<file path="src/rtl/jedro_1_defines.sv">
// Shared definitions for the jedro_1 trap controller: FSM states, interrupt codes,
// exception code width and mie/mip bit positions.
package jedro_1_defines;

  typedef logic [1:0] trap_state_t;

  localparam trap_state_t ST_IDLE = 2'd0;
  localparam trap_state_t ST_SAVE = 2'd1;
  localparam trap_state_t ST_JUMP = 2'd2;

  localparam int unsigned EXC_CODE_W = 4;

  localparam logic [EXC_CODE_W-1:0] IRQ_CODE_MEI = 4'd11;
  localparam logic [EXC_CODE_W-1:0] IRQ_CODE_MSI = 4'd3;
  localparam logic [EXC_CODE_W-1:0] IRQ_CODE_MTI = 4'd7;

  // Bit positions inside mie/mip as {meip, mtip, msip}
  localparam int unsigned IRQ_IDX_MSI = 0;
  localparam int unsigned IRQ_IDX_MTI = 1;
  localparam int unsigned IRQ_IDX_MEI = 2;

endpackage

</file>
<file path="src/rtl/jedro_1_irq_arbiter.sv">
// Fixed-priority interrupt selector: MEI > MSI > MTI.
module jedro_1_irq_arbiter
  import jedro_1_defines::*;
(
  input  logic [2:0]            pending_i,
  output logic                  valid_o,
  output logic [EXC_CODE_W-1:0] code_o
);

  always_comb begin
    valid_o = |pending_i;
    code_o  = '0;
    if (pending_i[IRQ_IDX_MEI]) begin
      code_o = IRQ_CODE_MEI;
    end else if (pending_i[IRQ_IDX_MSI]) begin
      code_o = IRQ_CODE_MSI;
    end else if (pending_i[IRQ_IDX_MTI]) begin
      code_o = IRQ_CODE_MTI;
    end
  end

endmodule

</file>
<file path="src/rtl/jedro_1_trap_ctrl.sv">
// Trap controller: arbitrates exceptions, MRET and interrupts, updates CSRs, redirects fetch.
// Optional JEDRO_1_VECTORED_IRQ_EN: interrupts jump to base + 4*code.
module jedro_1_trap_ctrl
  import jedro_1_defines::*;
#(
  parameter int unsigned DATA_WIDTH = 32
) (
  input  logic                  clk_i,
  input  logic                  rst_i,
  input  logic                  mstatus_mie_i,
  input  logic [2:0]            mie_i,
  input  logic [2:0]            mip_i,
  input  logic [DATA_WIDTH-3:0] mtvec_base_i,
  input  logic [DATA_WIDTH-1:0] mepc_i,
  input  logic                  instr_boundary_i,
  input  logic [DATA_WIDTH-1:0] next_pc_i,
  input  logic                  exc_valid_i,
  input  logic [EXC_CODE_W-1:0] exc_cause_i,
  input  logic [DATA_WIDTH-1:0] exc_pc_i,
  input  logic [DATA_WIDTH-1:0] exc_tval_i,
  input  logic                  mret_i,
  input  logic                  trap_ack_i,
  output logic                  trap_req_o,
  output logic [DATA_WIDTH-1:0] trap_pc_o,
  output logic                  flush_o,
  output logic                  csr_trap_we_o,
  output logic                  csr_mret_we_o,
  output logic [DATA_WIDTH-1:0] csr_mepc_o,
  output logic [DATA_WIDTH-1:0] csr_mcause_o,
  output logic [DATA_WIDTH-1:0] csr_mtval_o
);

  trap_state_t           r_state;
  trap_state_t           w_state_next;
  logic [DATA_WIDTH-1:0] r_mepc,    w_mepc_next;
  logic [DATA_WIDTH-1:0] r_mcause,  w_mcause_next;
  logic [DATA_WIDTH-1:0] r_mtval,   w_mtval_next;
  logic [DATA_WIDTH-1:0] r_trap_pc, w_trap_pc_next;
  logic                  w_take;
  logic                  w_mret_take;
  logic [2:0]            w_pending;
  logic                  w_irq_valid;
  logic [EXC_CODE_W-1:0] w_irq_code;
  logic [DATA_WIDTH-1:0] w_base;
  logic [DATA_WIDTH-1:0] w_irq_target;

  assign w_pending = mip_i & mie_i;
  assign w_base    = {mtvec_base_i, 2'b00};

  jedro_1_irq_arbiter u_irq_arbiter (
    .pending_i (w_pending),
    .valid_o   (w_irq_valid),
    .code_o    (w_irq_code)
  );

`ifdef JEDRO_1_VECTORED_IRQ_EN
  assign w_irq_target = {mtvec_base_i + (DATA_WIDTH-2)'(w_irq_code), 2'b00};
`else
  assign w_irq_target = w_base;
`endif

  // Next-state and capture logic; arbitration only happens in IDLE out of reset
  always_comb begin
    w_state_next   = r_state;
    w_mepc_next    = r_mepc;
    w_mcause_next  = r_mcause;
    w_mtval_next   = r_mtval;
    w_trap_pc_next = r_trap_pc;
    w_take         = 1'b0;
    w_mret_take    = 1'b0;
    case (r_state)
      ST_IDLE: begin
        if (!rst_i) begin
          if (exc_valid_i) begin
            w_take         = 1'b1;
            w_state_next   = ST_SAVE;
            w_mepc_next    = exc_pc_i;
            w_mcause_next  = DATA_WIDTH'(exc_cause_i);
            w_mtval_next   = exc_tval_i;
            w_trap_pc_next = w_base;
          end else if (mret_i) begin
            w_take         = 1'b1;
            w_mret_take    = 1'b1;
            w_state_next   = ST_JUMP;
            w_trap_pc_next = mepc_i;
          end else if (mstatus_mie_i && w_irq_valid && instr_boundary_i) begin
            w_take         = 1'b1;
            w_state_next   = ST_SAVE;
            w_mepc_next    = next_pc_i;
            w_mcause_next  = {1'b1, (DATA_WIDTH-1)'(w_irq_code)};
            w_mtval_next   = '0;
            w_trap_pc_next = w_irq_target;
          end
        end
      end
      ST_SAVE: w_state_next = ST_JUMP;
      ST_JUMP: begin
        if (trap_ack_i) begin
          w_state_next = ST_IDLE;
        end
      end
      default: w_state_next = ST_IDLE;
    endcase
  end

  always_ff @(posedge clk_i) begin
    if (rst_i) begin
      r_state   <= ST_IDLE;
      r_mepc    <= '0;
      r_mcause  <= '0;
      r_mtval   <= '0;
      r_trap_pc <= '0;
    end else begin
      r_state   <= w_state_next;
      r_mepc    <= w_mepc_next;
      r_mcause  <= w_mcause_next;
      r_mtval   <= w_mtval_next;
      r_trap_pc <= w_trap_pc_next;
    end
  end

  // flush and mret pulse must already be visible on the cycle the event is accepted
  assign flush_o       = (r_state != ST_IDLE) || w_take;
  assign csr_mret_we_o = w_mret_take;
  assign csr_trap_we_o = (r_state == ST_SAVE);
  assign trap_req_o    = (r_state == ST_JUMP);
  assign trap_pc_o     = r_trap_pc;
  assign csr_mepc_o    = r_mepc;
  assign csr_mcause_o  = r_mcause;
  assign csr_mtval_o   = r_mtval;

endmodule

</file>
<file path="config.mk">
export PLATFORM = sky130hd
export DESIGN_NAME = jedro_1_trap_ctrl
export DESIGN_NICKNAME = d
export VERILOG_FILES = /design/src/rtl/jedro_1_defines.sv /design/src/rtl/jedro_1_irq_arbiter.sv /design/src/rtl/jedro_1_trap_ctrl.sv
export SDC_FILE = /design/constraint.sdc
export NUM_CORES = 1
export LEC_CHECK = 0
export CORE_AREA = 2 2 118 120
export CTS_CLUSTER_DIAMETER = 40
export DETAILED_ROUTE_END_ITERATION = 10
export DIE_AREA = 0 0 120 122
export PLACE_DENSITY = 0.73
export SLEW_MARGIN = 20
export SYNTH_ARGS = -nofsm -noshare
export SYNTH_HDL_FRONTEND = slang
export SYNTH_SLANG_ARGS = --single-unit
</file>
<file path="constraint.sdc">
create_clock -name clk_i -period 2.4 [get_ports clk_i]
set_input_delay 0.6 -clock clk_i [delete_from_list [all_inputs] [get_ports clk_i]]
set_output_delay 0.6 -clock clk_i [all_outputs]
set_load 0.02 [all_outputs]
</file>
==> impl_metrics.json <==
{
  "run_status": "completed",
  "synth_area_in_xor_xnor": 0,
  "multi_input_area_um2": 2038,
  "finalHoldViolCount": 0,
  "ys_seq_elements": 103,
  "track_usage": 0.1870,
  "hold_path_depth": 1,
  "endpoint_kind": "output pin",
  "total_power_mw": 4.952,
  "starting_density_of_the_core": 0.3193,
  "post_synth_inst_count": 432,
  "drtIter0Drc": 137,
  "simple_gate_share_of_the_synthesized_area": 0.08358,
  "p_leak_nw": 3.044,
  "die_area_um2": 14640,
  "footprint_of_the_flip_flops_and_latches_um2": 2062,
  "timing.final.setup_violations": 0,
  "ys_dominant_reg_cell": "dfxtp_1",
  "drtPass1Iterations": 4,
  "yosysTopAreaCell": "dfxtp_1",
  "timing.reg2reg.worst_path_depth": 6,
  "globalRouteOverflowTotal": 0,
  "floorplan.io_pins": 307,
  "grt_antenna_before_repair": 0,
  "finalClockSkew_ns": 0.004118,
  "maxClockFrequency_mhz": 434.9,
  "final_antenna_net_count": 0,
  "cellPowerDensity_nw_per_um2": 645.6,
  "place.gp.congestion": 0.7239,
  "cts_tree": "yes",
  "max_slew.worst_pin.slew_ns": 0.7292,
  "synth-async-reset-ratio": 0,
  "slew_headroom": 0.5127,
  "synth_common_cells": "103 x dfxtp_1, 71 x nor2_1, 65 x a211oi_1, 62 x mux2i_1, 34 x a22o_1",
  "clk-insertion-delay-late_ns": 0.35,
  "worst_setup_hold_path_clk_slew_ns": 0.08,
  "vdd.ir_drop.worst_uv": 353.3,
  "cts.path.max_buffers": 2,
  "finalCoreUtilization": 0.5680,
  "grt_pass1_wl_um": 21660,
  "ys.warnings.count": 0,
  "placementRows": 43,
  "numClockSinks": 103,
  "synth_most_common_cell": "dfxtp_1",
  "synth_fa_ha_area_frac": 0,
  "fillCellCount": 1150,
  "synth_top_family_by_area": "compound AO/OA/AOI/OAI gates",
  "complex_gate_fraction_of_the_synthesized_area": 0.2115,
  "grt_max_degree": 46,
  "synth.avg_cell_area_um2": 9.981,
  "first_global_vias": 4342,
  "number_of_enable_type_register_cells_in_the_synthesized_netlist": 0,
  "cts_max_level": 3,
  "required_ns": 1.80,
  "yosys-top-cells-area": "dfxtp_1 48%, mux2i_1 14%, a211oi_1 11%",
  "final_net_count": 891,
  "cts_inserted_buffers": 9,
  "worst-setup-path-type": "in -> out",
  "maxCapViolCount": 0,
  "via_count": 4209,
  "die_h_um": 122,
  "synth.mux.area_fraction": 0.1439,
  "worst_hold_path_type": "reg -> reg",
  "post_route_cells_drive_above_1_share": 0.08599,
  "yosysUniqueCellTypes": 28,
  "portBuffers": 279,
  "post-synth-top-area-fraction": 0.4782,
  "cts.root.buffer_cell": "clkbuf_16",
  "detailedPlacementHpwl_um": 10890,
  "dieWidth_um": 120,
  "worst-endpoint-arrival_ns": 1.70,
  "critPathMaxFanout": 2,
  "coreArea_um2": 13500,
  "areaGrowthSynthToFinish_pct": 77.89,
  "n_antenna_cell": 0,
  "ys_seq_area_frac": 0.4782,
  "routed_wirelength_um": 14260,
  "cts_hold_buf": 0,
  "start_kind": "input pin",
  "report.final.slew_viol_count": 0,
  "post_route_drc_violation_count": 0,
  "min_period_ns": 2.300,
  "viasPerCell": 4.671,
  "route.detailed.wl_per_inst_um": 15.83,
  "syn_area_um2": 4312,
  "post-route-period-util": 0.9582
}
registers in the layout, summed over array words and instances (netlist names):
register      flops
r_state           2
trap_pc_o        32
csr_mepc_o       32
csr_mtval_o      32
csr_mcause_o      5
final timing paths:
path / startpoint / to / slack, ns
hold reg to reg: csr_mtval_o[1] / csr_mtval_o[1] / 0.48
setup reg to reg: r_state[0] / csr_mtval_o[13] / 0.58
hold / removal: csr_mtval_o[1] / csr_mtval_o[1] / 0.48
setup / recovery: instr_boundary_i / flush_o / 0.10
cells by family after synthesis:
| kind of cell | count (synthesis) |
|---|---|
| simple gates | 88 |
| other cells | 1 |
| flops | 103 |
| buf+inv | 64 |
| compound gates | 114 |
| mux | 62 |
metrics by stage:
stage               hold slack [ns]   TNS (ns)  worst slack [ns]  std cells  area [µm²]
floorplan                    0.5400          0            0.1444        458        4409
global placement             0.4591     -38.58           -0.6983        879        7295
detailed placement           0.4569     -42.05           -0.7880        879        7295
CTS                          0.4829    -0.1215           -0.1215        900        7656
global route                 0.5029  -0.007142         -0.007142        901        7670
finish                       0.4814          0            0.1004        901        7670
what timing repair did:
action | in CTS | in global routing
setup buffers | 4 | 1
pin swaps | 3 | 3
setup endpoints to repair | 70 | 33
gates resized for setup | 16 | 12
gates cloned | 1 | 0
endpoints found under the hold margin | 0 | 0
metal layers:
layer,track usage,routed length (µm)
met1,0.1984,5399
met2,0.3427,7274
met3,0.06320,1236
met4,0.06985,352
met5,0,0
cells in the final DEF (no fill, tap or decap), drive strengths merged:
cell	count
buf	34
o21bai	1
dfxtp	103
or2	1
o211ai	2
a222oi	1
clkbuf	12
nor2b	3
clkinv	2
a211oi	65
and3	1
nand4	1
bufbuf	1
inv	5
clkdlybuf4s50	269
clkinvlp	1
nor3	3
dlymetal6s2s	3
nor3b	1
a22oi	1
nand2	4
mux2i	62
a22o	34
o21ai	1
nor2	71
a2111oi	1
nand2b	3
conb	27
a311oi	1
a221oi	1
a21oi	6
area by class of cell:
class,count,area share
Sequential cell,103,0.2688
Timing Repair Buffer,310,0.3977
Clock buffer,9,0.02936
Clock inverter,7,0.008483
Inverter,1,0.0004894
Multi-Input combinational cell,291,0.2657
Tap cell,180,0.02936
power breakdown:
part / total (mW) / switching (mW) / internal, mW
Combinational: 1.53 / 0.728 / 0.803
Sequential: 1.99 / 0.0976 / 1.89
Clock: 1.43 / 0.699 / 0.730
worst max-delay path, cell delays in order:
cell	delay, ns
clkdlybuf4s50_1	0.49
nand2_1	0.10
nor2_2	0.16
nor3_2	0.06
o21ai_1	0.12
buf_4	0.16
No activity file was read; power rests on OpenSTA's default activity.
